File: src/rtl/junction_pkg.sv
// Shared types and helpers for the four-approach junction scheduler.
// Phase encodings match the external phase port.
package junction_pkg;

  localparam int N_ROADS = 4;

  typedef enum logic [1:0] {
    PH_ALLRED = 2'b00,
    PH_GREEN  = 2'b01,
    PH_YELLOW = 2'b10
  } phase_e;

  // First set bit of cand searching upward from last+1, wrapping.
  function automatic logic [1:0] rr_pick(
    input logic [N_ROADS-1:0] cand,
    input logic [1:0]         last
  );
    logic [1:0] idx;
    rr_pick = last;
    for (int i = N_ROADS; i >= 1; i--) begin
      idx = last + 2'(i);
      if (cand[idx]) rr_pick = idx;
    end
  endfunction

endpackage

File: src/rtl/tick_prescaler.sv
// Timing-tick prescaler: one-cycle tick every TICK_DIV clocks.
// With TICK_DIV=1 the tick is permanently high.
module tick_prescaler #(
  parameter int TICK_DIV = 1000
) (
  input  logic clock,
  input  logic reset_n,
  output logic tick
);

  localparam int CW = (TICK_DIV > 1) ? $clog2(TICK_DIV) : 1;
  localparam logic [CW-1:0] C_LAST = CW'(TICK_DIV - 1);

  logic [CW-1:0] r_cnt;
  logic          w_tick;

  assign w_tick = (r_cnt == C_LAST);
  assign tick   = w_tick;

  always_ff @(posedge clock or negedge reset_n) begin
    if (!reset_n) begin
      r_cnt <= '0;
    end else if (w_tick) begin
      r_cnt <= '0;
    end else begin
      r_cnt <= r_cnt + CW'(1);
    end
  end

endmodule

File: src/rtl/junction_scheduler.sv
// Four-approach junction light scheduler: round-robin grant with
// congestion priority/extension and emergency pre-emption.
module junction_scheduler
  import junction_pkg::*;
#(
  parameter int TICK_DIV    = 1000,
  parameter int GREEN_MIN   = 3,
  parameter int GREEN_MAX   = 6,
  parameter int YELLOW_TIME = 2,
  parameter int ALLRED_TIME = 1
) (
  input  logic       clock,
  input  logic       reset_n,
  input  logic [3:0] request,
  input  logic [3:0] congestion,
  input  logic       emergency_valid,
  input  logic [1:0] emergency_road,
  output logic [3:0] green,
  output logic [3:0] yellow,
  output logic [3:0] red,
  output logic [1:0] grant_road,
  output logic [1:0] phase,
  output logic       emergency_ack
);

  // Saturation point covers every phase threshold so none can stall.
  localparam int T_A   = (GREEN_MAX > YELLOW_TIME) ? GREEN_MAX : YELLOW_TIME;
  localparam int T_SAT = (T_A > ALLRED_TIME) ? T_A : ALLRED_TIME;
  localparam int T_LOG = $clog2(T_SAT + 1);
  localparam int TW    = (T_LOG < 2) ? 2 : T_LOG;
  localparam int TW1   = TW + 1;

  localparam logic [TW-1:0] C_SAT  = TW'(T_SAT);
  localparam logic [TW:0]   C_GMIN = TW1'(GREEN_MIN);
  localparam logic [TW:0]   C_GMAX = TW1'(GREEN_MAX);
  localparam logic [TW:0]   C_YEL  = TW1'(YELLOW_TIME);
  localparam logic [TW:0]   C_AR   = TW1'(ALLRED_TIME);

  logic          w_tick;
  phase_e        r_phase;
  logic [TW-1:0] r_timer;
  logic [3:0]    r_green;
  logic [3:0]    r_yellow;
  logic [1:0]    r_grant;
  logic [1:0]    r_last;
  logic          r_ack;

  logic [TW:0]   w_tn;
  logic [TW-1:0] w_timer_inc;
  logic [3:0]    w_cong_req;
  logic [3:0]    w_cand;
  logic [3:0]    w_others;
  logic [1:0]    w_win;
  logic          w_want;
  logic          w_cong_g;
  logic          w_foreign_emg;
  logic          w_g_exit;
  logic          w_ar_done;
  logic          w_y_done;

  tick_prescaler #(
    .TICK_DIV (TICK_DIV)
  ) u_presc (
    .clock   (clock),
    .reset_n (reset_n),
    .tick    (w_tick)
  );

  assign w_tn        = {1'b0, r_timer} + TW1'(1);
  assign w_timer_inc = (r_timer == C_SAT) ? r_timer : r_timer + TW'(1);

  assign w_cong_req = request & congestion;
  assign w_cand     = (w_cong_req != 4'b0) ? w_cong_req : request;
  assign w_win      = emergency_valid ? emergency_road
                                      : rr_pick(w_cand, r_last);
  assign w_want     = emergency_valid | (|request);

  // r_green is one-hot on the served road while in GREEN.
  assign w_others      = request & ~r_green;
  assign w_cong_g      = |(congestion & r_green);
  assign w_foreign_emg = emergency_valid && (emergency_road != r_grant);

  assign w_g_exit = w_foreign_emg
                  | (!emergency_valid & w_tick & (|w_others)
                     & ((!w_cong_g & (w_tn >= C_GMIN))
                        | (w_tn >= C_GMAX)));

  assign w_ar_done = w_tick & (w_tn >= C_AR);
  assign w_y_done  = w_tick & (w_tn >= C_YEL);

  always_ff @(posedge clock or negedge reset_n) begin
    if (!reset_n) begin
      r_phase  <= PH_ALLRED;
      r_timer  <= '0;
      r_green  <= 4'b0;
      r_yellow <= 4'b0;
      r_grant  <= 2'd0;
      r_last   <= 2'd3;
      r_ack    <= 1'b0;
    end else begin
      r_ack <= 1'b0;
      unique case (r_phase)
        PH_ALLRED: begin
          if (w_ar_done && w_want) begin
            r_phase <= PH_GREEN;
            r_timer <= '0;
            r_green <= 4'b0001 << w_win;
            r_grant <= w_win;
            r_last  <= w_win;
            r_ack   <= emergency_valid;
          end else if (w_tick) begin
            r_timer <= w_timer_inc;
          end
        end
        PH_GREEN: begin
          if (w_g_exit) begin
            r_phase  <= PH_YELLOW;
            r_timer  <= '0;
            r_green  <= 4'b0;
            r_yellow <= r_green;
          end else if (w_tick) begin
            r_timer <= w_timer_inc;
          end
        end
        PH_YELLOW: begin
          if (w_y_done) begin
            r_phase  <= PH_ALLRED;
            r_timer  <= '0;
            r_yellow <= 4'b0;
          end else if (w_tick) begin
            r_timer <= w_timer_inc;
          end
        end
        default: begin
          r_phase  <= PH_ALLRED;
          r_timer  <= '0;
          r_green  <= 4'b0;
          r_yellow <= 4'b0;
        end
      endcase
    end
  end

  assign green         = r_green;
  assign yellow        = r_yellow;
  assign red           = ~(r_green | r_yellow);
  assign grant_road    = r_grant;
  assign phase         = r_phase;
  assign emergency_ack = r_ack;

endmodule
File: config.mk
export PLATFORM = sky130hd
export DESIGN_NAME = junction_scheduler
export DESIGN_NICKNAME = d
export VERILOG_FILES = /design/src/rtl/junction_pkg.sv /design/src/rtl/tick_prescaler.sv /design/src/rtl/junction_scheduler.sv
export SDC_FILE = /design/constraint.sdc
export NUM_CORES = 1
export LEC_CHECK = 0
export ABC_AREA = 1
export CORE_MARGIN = 3
export CORE_UTILIZATION = 55
export DETAILED_ROUTE_END_ITERATION = 7
export DONT_BUFFER_PORTS = 1
export GPL_TIMING_DRIVEN = 0
export PLACE_DENSITY = 0.74
export SLEW_MARGIN = 10
export SYNTH_ARGS = -nofsm -noshare
export SYNTH_HDL_FRONTEND = slang
export SYNTH_SLANG_ARGS = --single-unit
export TNS_END_PERCENT = 50
File: constraint.sdc
create_clock -name clock -period 2.3 [get_ports clock]
set_input_delay 0.115 -clock clock [delete_from_list [all_inputs] [get_ports clock]]
set_output_delay 0.115 -clock clock [all_outputs]
set_load 0.005 [all_outputs]
==> results by group, run 1 <==
Placement
  – DP Cell Count: 303
  – IO buf count: 0
  – Post-DP HPWL: 3.15 mm
  – Final Wtd Congestion: 0.869

Floorplan
  – I/O Pins: 30
  – Starting Density: 60.4%
  – Die Span Y: 65.3 um
  – Die width: 65.3 um
  – Core box area: 0.00320 mm^2
  – FP Rows: 20
  – Die area: 0.00427 mm^2

Global route
  – Vias in the first global route: 1560
  – Global-route wire length before repair: 6.77 mm
  – Global route overflow: 0
  – Largest net degree at the start of global routing: 29
  – Global Route Usage Sum: 20.0%
  – Initial antenna violation count: 0

Worst setup path
  – Worst-path fanout max: 9
  – CP max stage delay: 0.40 ns
  – Crit. End Element: register
  – Cell Chain, Critical Path: ha_1 -> nand2_1 -> inv_2 -> nand3_2 -> nor3_4 -> nand4_1 -> nand3_2 -> nand3_1 -> nand2_1 -> nand2_1
  – Nature of the critical path startpoint: register
  – Data arrival, critical path: 2.18 ns
  – CP Class: register to register
  – Slowest CP cell: dfrtp_1
  – CP dominant cell by count: nand2_1
  – Data required time at the worst endpoint: 2.53 ns

Synthesis
  – Multiplexer area fraction after synthesis: 0%
  – Compound-cell area share of the yosys netlist: 7.11%
  – Number of flops mapped to enable cells by yosys: 0
  – Combinational family with the most area after synthesis: simple AND/OR/NAND/NOR gates
  – Total number of yosys warnings: 0
  – Post-synthesis simple-gate area fraction: 43.4%
  – Syn Inst Count: 259
  – Syn Std Cell Area: 0.00194 mm^2
  – Net Count, Synth: 278
  – Synth cell types: 35
  – Synth Register Bits: 28
  – Sequential share of the synthesized area: 36.3%
  – XOR/XNOR Fraction of Synth Area: 1.81%
  – Area share of fa/ha/maj cells after synthesis: 3.88%
  – Predominant post-synthesis flop cell: dfrtp_1
  – Avg Cell Area, Syn: 7.47 um^2
  – Share of flip-flops with an asynchronous set or reset: 100%

Power
  – Maximum VDD drop: 0.486 mV
  – Switching share of power: 24.8%
  – Leakage power: 0.00105 uW
  – Int Pwr: 623 uW
  – Logic pwr share: 11.7%
  – Seq pwr share: 59.5%
  – P_sw: 205 uW
  – P per Cell Area: 403 mW/mm^2
  – Clock network fraction of design power: 28.8%

Layout
  – Layout cell share with drive strength beyond 1: 17.7%
  – Number of fill cells: 311
  – # diodes: 0
  – Most common cell after layout, fill and taps aside: nand2_1
  – Final nets: 285
  – Area delta synth->final: 6.27%
  – Final non-filler cell total: 309
  – Most frequent cells in the layout: 69 x nand2_1, 28 x inv_1, 28 x nand3_1, 26 x dfrtp_1, 21 x nor2_1

STA
  – Final Max Tran Viols: 0
  – Final setup fails: 0
  – RSZ-0062 raised after global routing: false
  – Clk_skew: 0.00813 ns
  – FMAX: 513 MHz
  – Period minus WS final: 1.95 ns
  – Final Hold Viols: 0
  – Setup TNS Final: 0 ns
  – Least-Margin Pin Slew: 0.430 ns
  – Tcrit/Tclk final: 84.8%
  – Worst relative slew slack: 71.2%

Clock tree
  – Max clock buf depth: 2
  – Sink Count: 28
  – # Post-CTS Setup Buffers: 0
  – Max H-tree Level: 1
  – Clock Latency Late Sink: 0.33 ns
  – CTS tree: yes
  – CTS buffer count: 3
  – Clock-pin slew on the worst setup and hold paths: 0.14 ns
  – Clock Tree Root: clkbuf_4

Drt
  – Via density: 5.23
  – Routed Antenna Nets: 0
  – WL/cell: 12.9 um
  – Routed wire length: 3.97 mm
  – Vias: 1616
  – Drt drc: 0
  – Initial DRC count: 108
  – DRT Pass-1 Iters: 5

Outcome
  – Status: complete, no violations

Min path
  – Worst hold path class: primary input to register

Job
  – Max-cap violations: 0
==> worst paths after layout <==
check | from | cells past startpoint | endpoint | slack (ns)
min in group asynchronous | reset_n | 2 | u_presc.r_cnt[7]$_DFF_PN0_ | 0.21
worst max-delay path | u_presc.r_cnt[0]$_DFF_PN0_ | 10 | yellow[1]$_DFFE_PN0P_ | 0.35
worst min-delay path | emergency_valid | 5 | green[1]$_DFFE_PN0P_ | 0.06
worst max register to register | u_presc.r_cnt[0]$_DFF_PN0_ | 10 | yellow[1]$_DFFE_PN0P_ | 0.35
worst min register to register | u_presc.r_cnt[0]$_DFF_PN0_ | 1 | u_presc.r_cnt[0]$_DFF_PN0_ | 0.47
max in group asynchronous | reset_n | 2 | r_last[0]$_DFFE_PN1P_ | 1.87
==> area by class of cell <==
type / instances / area, um^2 / area share (%)
plain buffers: 1 / 11.3 / 0.547
clock buffers: 4 / 36.3 / 1.76
inverters: 33 / 134 / 6.51
multi-input cells: 197 / 1090 / 52.9
flip-flops and latches: 28 / 703 / 34.2
well taps: 44 / 55.1 / 2.68
repair buffers: 2 / 30.0 / 1.46
==> per-stage QoR <==
| step | util (%) | hold WS [ns] | cell area, um^2 | power [uW] | setup slack (ns) |
|---|---|---|---|---|---|
| 6_report | 64.2 | 0.0602 | 2060 | 828 | 0.349 |
| 5_1_grt | 64.2 | 0.0767 | 2060 | 866 | 0.137 |
| 4_1_cts | 64.2 | 0.0394 | 2060 | 844 | 0.324 |
| 3_5_place_dp | 62.1 | -0.180 | 1990 | 584 | 0.351 |
| 3_3_place_gp | 62.1 | -0.180 | 1990 | 583 | 0.384 |
| 2_1_floorplan | - | -0.181 | 1940 | 573 | 0.623 |
==> registers in the layout, indices dropped and copies added (netlist names) <==
register,cells
yellow,4
phase,2
green,4
grant_road,2
r_timer,3
emergency_ack,1
r_last,2
u_presc.r_cnt,10
==> repair_timing <==
action,4_1_cts,5_1_grt
resized for setup,0,0
hold buffers,2,0
hold endpoints to repair,28,0
==> synthesized netlist by cell type, types with 3 or more instances <==
master / n / area, um^2
xor2_1: 4 / 35.0
nor2_2: 3 / 18.8
a21oi_1: 5 / 25.0
nand3_2: 10 / 100
nand2_2: 11 / 68.8
nand3_1: 28 / 140
dfrtp_1: 26 / 651
o21ai_1: 3 / 15.0
nand4_1: 3 / 18.8
nor3_1: 6 / 30.0
nor2_1: 21 / 78.8
nand2_4: 3 / 33.8
inv_1: 28 / 105
inv_2: 3 / 11.3
ha_1: 6 / 75.1
o21ai_0: 8 / 40.0
nand2_1: 69 / 259
==> cells by family (layout without fill, tap and decap cells) <==
logic type,Yosys count,after routing
xor gates and xnor gates,4,4
adders and majority gates,6,6
buffers and inverters,34,40
DFF,28,28
AOI/OAI and AO/OA,23,23
and+or+nand+nor,164,164
==> layer usage <==
layer / global-route usage, % / part of all wire [%]
met5: 0 / 0
met1: 26.9 / 47
met2: 32.5 / 48
met4: 4.66 / 0.96
met3: 4.96 / 4.7
==> power groups by stage <==
stage / clock network, uW / registers, uW / logic (uW)
6_report: 239 / 493 / 96.8
5_1_grt: 264 / 493 / 109
4_1_cts: 253 / 493 / 98.1
3_5_place_dp: 0 / 502 / 81.9
3_3_place_gp: 0 / 502 / 81.0
2_1_floorplan: 0 / 502 / 71.2
==> worst max-delay path, delay by kind of cell (launching register included) <==
family | cells | cell delay, ns
simple gates | 8 | 1.19
flops | 1 | 0.40
fa+ha+maj | 1 | 0.19
buf+inv | 1 | 0.09
(Power assumes the default switching activity.)
==> run 2, diff against run 1 <==
==> constraint.sdc (replaced) <==
create_clock -name clock -period 1.8 [get_ports clock]
set_input_delay 0.09 -clock clock [delete_from_list [all_inputs] [get_ports clock]]
set_output_delay 0.09 -clock clock [all_outputs]
set_load 0.005 [all_outputs]
==> run 2 against run 1 <==
Compared with the run above: the flow now finishes with violations (negative setup slack); global-route usage up 0.98 points; sequential power increased by 28%; non-clock buffer count up 14; sequential cell count unchanged; clock-buffer cell count stayed put; critical path depth unchanged; final cell count up 4.5%; setup slack got worse by 0.40 ns; utilization up 8.2 points; maximum frequency up 5.6%; critical path type unchanged.
==> results by group, run 2 (synthesized netlist as in run 1, its figures left out) <==
Placement
  – Placed instance area: 0.00199 mm^2
  – DP Worst Slack: -0.149 ns
  – IO buf count: 0
  – Post-DP HPWL: 3.15 mm
  – Final Wtd Congestion: 0.869

Floorplan
  – Core box area: 0.00320 mm^2
  – I/O Pins: 30
  – Die area: 0.00427 mm^2
  – Die width: 65.3 um
  – FP Rows: 20
  – Starting Density: 60.4%
  – Die Span Y: 65.3 um

STA
  – Tcrit/Tclk final: 103%
  – FMAX: 541 MHz
  – Clk_skew: 0.0114 ns
  – Final Max Tran Viols: 0
  – Setup TNS Final: -0.135 ns
  – Worst setup margin: -0.0472 ns
  – Period minus WS final: 1.85 ns
  – RSZ-0062 raised after global routing: true
  – Final setup fails: 6
  – Worst relative slew slack: 67.8%
  – WHS: 0.00921 ns
  – Least-Margin Pin Slew: 0.479 ns
  – Final Hold Viols: 0

Clock tree
  – Max H-tree Level: 1
  – CTS buffer count: 3
  – Max clock buf depth: 2
  – Clock Tree Root: clkbuf_4
  – Clock Latency Late Sink: 0.34 ns
  – CTS tree: yes
  – Clock-pin slew on the worst setup and hold paths: 0.16 ns
  – Sink Count: 28

Worst setup path
  – CP max stage delay: 0.46 ns
  – CP Class: register to register
  – Data required time at the worst endpoint: 2.04 ns
  – Nature of the critical path startpoint: register
  – Cell Chain, Critical Path: ha_2 -> or2_4 -> nand2_4 -> o21ai_2 -> nand3_1 -> nand4_1 -> nand3_2 -> nand3_2 -> nand2_1 -> nand2_1
  – Bufs and invs on worst path: 0
  – Worst-path fanout max: 5
  – Slowest CP cell: dfrtp_1
  – Flop-to-flop setup slack: -0.05 ns
  – Reg2reg end: yellow[1]$_DFFE_PN0P_
  – Data arrival, critical path: 2.09 ns
  – Top delay family on crit path: simple AND/OR/NAND/NOR gates
  – FF-to-FF path depth: 10
  – Origin of the critical flop-to-flop path: r_timer[1]$_DFF_PN0_
  – Crit. End Element: register

Outcome
  – Violated checks: negative setup slack
  – Status: complete, but fails checks

Global route
  – Largest net degree at the start of global routing: 29
  – GRT met2 Usage: 34.8%
  – Top Usage Layer GRT: met2
  – Vias in the first global route: 1627
  – Global-route wire length before repair: 7.07 mm
  – Global route overflow: 0
  – GR Layer Usage met1: 27.9%
  – GR Util met3: 4.96%
  – Initial antenna violation count: 0
  – Global Route Usage Sum: 21.0%

Power
  – P_sw: 277 uW
  – Total power: 1080 uW
  – Seq pwr share: 58.5%
  – Leakage power: 0.00115 uW
  – Maximum VDD drop: 0.626 mV
  – P per Cell Area: 464 mW/mm^2
  – Int Pwr: 799 uW
  – Switching share of power: 25.8%
  – Logic pwr share: 12.2%
  – Clock network fraction of design power: 29.3%

Layout
  – # diodes: 0
  – Max reg flops: 10
  – Area delta synth->final: 19.8%
  – Final non-filler cell area: 0.00232 mm^2
  – Number of fill cells: 276
  – Layout cell share with drive strength beyond 1: 32.6%
  – Most frequent cells in the layout: 60 x nand2_1, 26 x inv_1, 24 x dfrtp_1, 23 x nand3_1, 19 x nand2_2
  – Top reg by flops: u_presc.r_cnt
  – Final nets: 299
  – Most common cell after layout, fill and taps aside: nand2_1

Min path
  – Start point of the worst hold path: emergency_valid
  – Hold Path End: r_last[1]$_DFFE_PN1P_
  – Worst hold path class: primary input to register
  – Hold path depth: 4

Drt
  – Initial DRC count: 88
  – Vias: 1733
  – Routed Antenna Nets: 0
  – Drt drc: 0
  – Via density: 5.37
  – WL/cell: 13.9 um
  – Routed wire length: 4.49 mm
  – DRT Pass-1 Iters: 4

Job
  – Max-cap violations: 0
==> run 2: cell count changes in the layout (fill, tap and decap cells not counted), moves of 3 or more <==
cell and delta:
ha_1 -3, nor2_1 -3, nand2_2 +8, buf_4 +12, nor2_4 +3, nand3_2 +4, nand2_1 -9, o21ai_0 -3
nand3_1 -5
==> run 2: timing repair <==
| action | 4_1_cts | 5_1_grt |
|---|---|---|
| pin swaps | 3 | 16 |
| endpoints found under the setup margin | 16 | 18 |
| hold buffers | 2 | 0 |
| endpoints found under the hold margin | 28 | 0 |
| setup buffers | 7 | 7 |
| gates cloned | 0 | 0 |
| resized for setup | 6 | 37 |
==> run 2: how the worst max path moves through the flow <==
stage                                     startpoint                     to  slack, ns  depth (start not counted)
after floorplan                r_last[0]$_DFFE_PN1P_   green[0]$_DFFE_PN0P_       0.12                         14
after global placement    u_presc.r_cnt[0]$_DFF_PN0_  yellow[2]$_DFFE_PN0P_      -0.12                         10
after detailed placement  u_presc.r_cnt[0]$_DFF_PN0_  yellow[1]$_DFFE_PN0P_      -0.15                         10
after CTS                      r_last[0]$_DFFE_PN1P_   green[0]$_DFFE_PN0P_      -0.01                         15
after global routing            r_timer[1]$_DFF_PN0_  yellow[1]$_DFFE_PN0P_      -0.12                         10
final                           r_timer[1]$_DFF_PN0_  yellow[1]$_DFFE_PN0P_      -0.05                         10
==> run 2: final cells by class <==
class | instances | area [um^2] | area share, %
Timing Repair Buffer | 16 | 143 | 6.15
Inverter | 33 | 136 | 5.88
Buffer | 1 | 11.3 | 0.486
Tap cell | 44 | 55.1 | 2.37
Multi-Input combinational cell | 197 | 1230 | 53.1
Clock buffer | 4 | 36.3 | 1.57
Sequential cell | 28 | 706 | 30.4
==> run 2: worst register-to-register path, delay by kind of cell (launching register included) <==
family,cells,cell delay [ns]
and+or+nand+nor,8,1.05
AOI/OAI and AO/OA,1,0.05
DFF,1,0.46
adders and majority gates,1,0.21
==> run 2: routing by layer <==
| metal | share of wire, % | up-vias |
|---|---|---|
| met3 | 4.9 | 8 |
| met2 | 49 | 45 |
| li1 | - | 878 |
| met1 | 45 | 802 |
| met5 | 0 | - |
| met4 | 1.1 | 0 |
==> run 2: power groups by stage <==
stage                     sequential (uW)  clock, uW  combinational, uW
final                                 629        316                131
after global routing                  630        338                147
after CTS                             630        324                125
after detailed placement              641          0                105
after global placement                641          0                103
after floorplan                       641          0               90.9
==> run 2: stage by stage <==
step           util, %  cells
3_3_place_gp      62.1    303
3_5_place_dp      62.1    303
5_1_grt           72.4    323
4_1_cts           66.6    316
2_1_floorplan        -    259
6_report          72.4    323
==> run 3, diff against run 2 <==
--- a/config.mk
+++ b/config.mk
@@ -11,6 +11,7 @@
 export DETAILED_ROUTE_END_ITERATION = 7
 export DONT_BUFFER_PORTS = 1
 export GPL_TIMING_DRIVEN = 0
+export HOLD_SLACK_MARGIN = 0.06
 export PLACE_DENSITY = 0.74
 export SLEW_MARGIN = 10
 export SYNTH_ARGS = -nofsm -noshare
==> run 3 against run 2 <==
Compared with the run above: the flow now finishes without violations; largest power group unchanged; first-iteration DRC count grew 41%; critical endpoint is now green[0]$_DFFE_PN0P_; via count up 2.5%; clock skew fell by 0.0093 ns; die area is the same; clock-buffer cell count is the same; sequential share of layout area decreased by 1.0 points; maximum frequency up 4.0%.
==> results by group, run 3 (synthesized netlist as in run 1, its figures left out) <==
Outcome
  – Status: complete, no violations

Clock tree
  – Sink Count: 28
  – Clock Tree Root: clkbuf_4
  – Max clock buf depth: 2
  – CTS tree: yes
  – Max H-tree Level: 1
  – CTS buffer count: 3
  – Clock-pin slew on the worst setup and hold paths: 0.15 ns
  – Clock Latency Late Sink: 0.33 ns

Floorplan
  – I/O Pins: 30
  – Die width: 65.3 um
  – Starting Density: 60.4%
  – Die area: 0.00427 mm^2
  – Die Span Y: 65.3 um
  – FP Rows: 20
  – Core box area: 0.00320 mm^2

Layout
  – Most common cell after layout, fill and taps aside: nand2_1
  – Most frequent cells in the layout: 60 x nand2_1, 26 x inv_1, 25 x dfrtp_1, 23 x nand3_1, 19 x nand2_2
  – Area delta synth->final: 23.7%
  – Number of fill cells: 261
  – Top reg by flops: u_presc.r_cnt
  – Final non-filler cell total: 329
  – # diodes: 0
  – Layout cell share with drive strength beyond 1: 31.9%
  – Register area: 704 um^2
  – Multi-input gate area: 0.00124 mm^2
  – Final nets: 305
  – Max reg flops: 10

Placement
  – DP Worst Slack: -0.149 ns
  – IO buf count: 0
  – Post-DP HPWL: 3.15 mm
  – Final Wtd Congestion: 0.869
  – DP Cell Count: 303

STA
  – Period minus WS final: 1.78 ns
  – Least-Margin Pin Slew: 0.429 ns
  – Tcrit/Tclk final: 98.7%
  – FMAX: 563 MHz
  – Worst relative slew slack: 71.3%
  – Final Hold Viols: 0
  – RSZ-0062 raised after global routing: true
  – Final setup fails: 0
  – Clk_skew: 0.00210 ns
  – Worst setup margin: 0.0240 ns
  – Final Max Tran Viols: 0

Min path
  – Worst hold path class: primary input to register
  – Start point of the worst hold path: emergency_valid
  – Hold path depth: 3
  – Hold Path End: emergency_ack$_DFF_PN0_

Global route
  – Vias in the first global route: 1643
  – Largest net degree at the start of global routing: 29
  – Initial antenna violation count: 0
  – Global-route wire length before repair: 7.15 mm
  – Global route overflow: 0
  – Global Route Usage Sum: 21.2%

Power
  – Leakage power: 0.00119 uW
  – Maximum VDD drop: 0.639 mV
  – P per Cell Area: 453 mW/mm^2

Job
  – Max-cap violations: 0

Drt
  – Routed wire length: 4.69 mm
  – WL/cell: 14.3 um
  – Routed Antenna Nets: 0
  – DRT Pass-1 Iters: 4
  – Initial DRC count: 124
  – Via density: 5.40
  – Vias: 1777
  – Drt drc: 0

Worst setup path
  – Nature of the critical path startpoint: register
  – Data required time at the worst endpoint: 2.09 ns
  – Data arrival, critical path: 2.06 ns
  – Worst-path fanout max: 4
  – CP Class: register to register
  – Origin of the critical flop-to-flop path: r_last[0]$_DFFE_PN1P_
  – FF-to-FF path depth: 15
  – Reg2reg end: green[0]$_DFFE_PN0P_
  – Flop-to-flop setup slack: 0.02 ns
  – Crit. End Element: register
-- run 3: final cells by class --
cell class / count / area share (%)
Tap cell: 44 / 2.30
Multi-Input combinational cell: 197 / 51.9
Inverter: 33 / 5.69
Clock buffer: 4 / 1.52
Buffer: 1 / 0.470
Sequential cell: 28 / 29.4
Timing Repair Buffer: 22 / 8.67
-- run 3: repair_timing --
action                                 4_1_cts  5_1_grt
hold buffers                                 4        1
buffers inserted                             7       10
setup endpoints to repair                   16       18
endpoints found under the hold margin       34        1
pin swaps                                    3       19
resized for setup                            6       37
-- run 3: through the flow --
step                      TNS (ns)  utilization, %  power, uW  area [um^2]  hold slack, ns
after floorplan                  0               -        732         1940          -0.206
after CTS                  -0.0138            67.3       1080         2150          0.0310
final                            0            74.8       1090         2390          0.0642
after global routing        -0.684            74.8       1120         2390          0.0708
after global placement      -0.900            62.1        745         1990          -0.205
after detailed placement     -1.15            62.1        746         1990          -0.205
-- run 3: routing by layer --
| layer | part of all wire (%) | global-route usage, % | vias up |
|---|---|---|---|
| met5 | 0 | 0 | - |
| met2 | 50 | 35.3 | 56 |
| met4 | 1.4 | 4.66 | 0 |
| li1 | - | - | 893 |
| met1 | 43 | 28.3 | 820 |
| met3 | 6.1 | 4.62 | 8 |
-- run 3: worst max-delay path by stage --
stage / start / endpoint / cells past startpoint
after global routing: r_last[0]$_DFFE_PN1P_ / green[0]$_DFFE_PN0P_ / 15
final: r_last[0]$_DFFE_PN1P_ / green[0]$_DFFE_PN0P_ / 15
after floorplan: r_last[0]$_DFFE_PN1P_ / green[0]$_DFFE_PN0P_ / 14
after CTS: r_last[0]$_DFFE_PN1P_ / green[0]$_DFFE_PN0P_ / 15
after global placement: u_presc.r_cnt[0]$_DFF_PN0_ / yellow[2]$_DFFE_PN0P_ / 10
after detailed placement: u_presc.r_cnt[0]$_DFF_PN0_ / yellow[1]$_DFFE_PN0P_ / 10
-- run 3: report_power, final --
part           leakage, uW  internal [uW]  switching, uW  total [uW]
Clock            0.0000210            124            191         315
Combinational     0.000819           50.6           90.7         141
Sequential        0.000349            630              0         630
-- run 3: worst max-delay path: stages, from the launching register on --
cell and delay (ns):
dfstp_2 0.56, buf_6 0.12, inv_8 0.04, nor2_4 0.13, nor2_4 0.06, inv_2 0.07
nand3_1 0.09, nand2_2 0.09, nand2_4 0.05, nand2_2 0.06, nand2_2 0.04, nand3_2 0.07
nand2_2 0.08, nor2_4 0.12, nand2_2 0.07, nand2_2 0.07
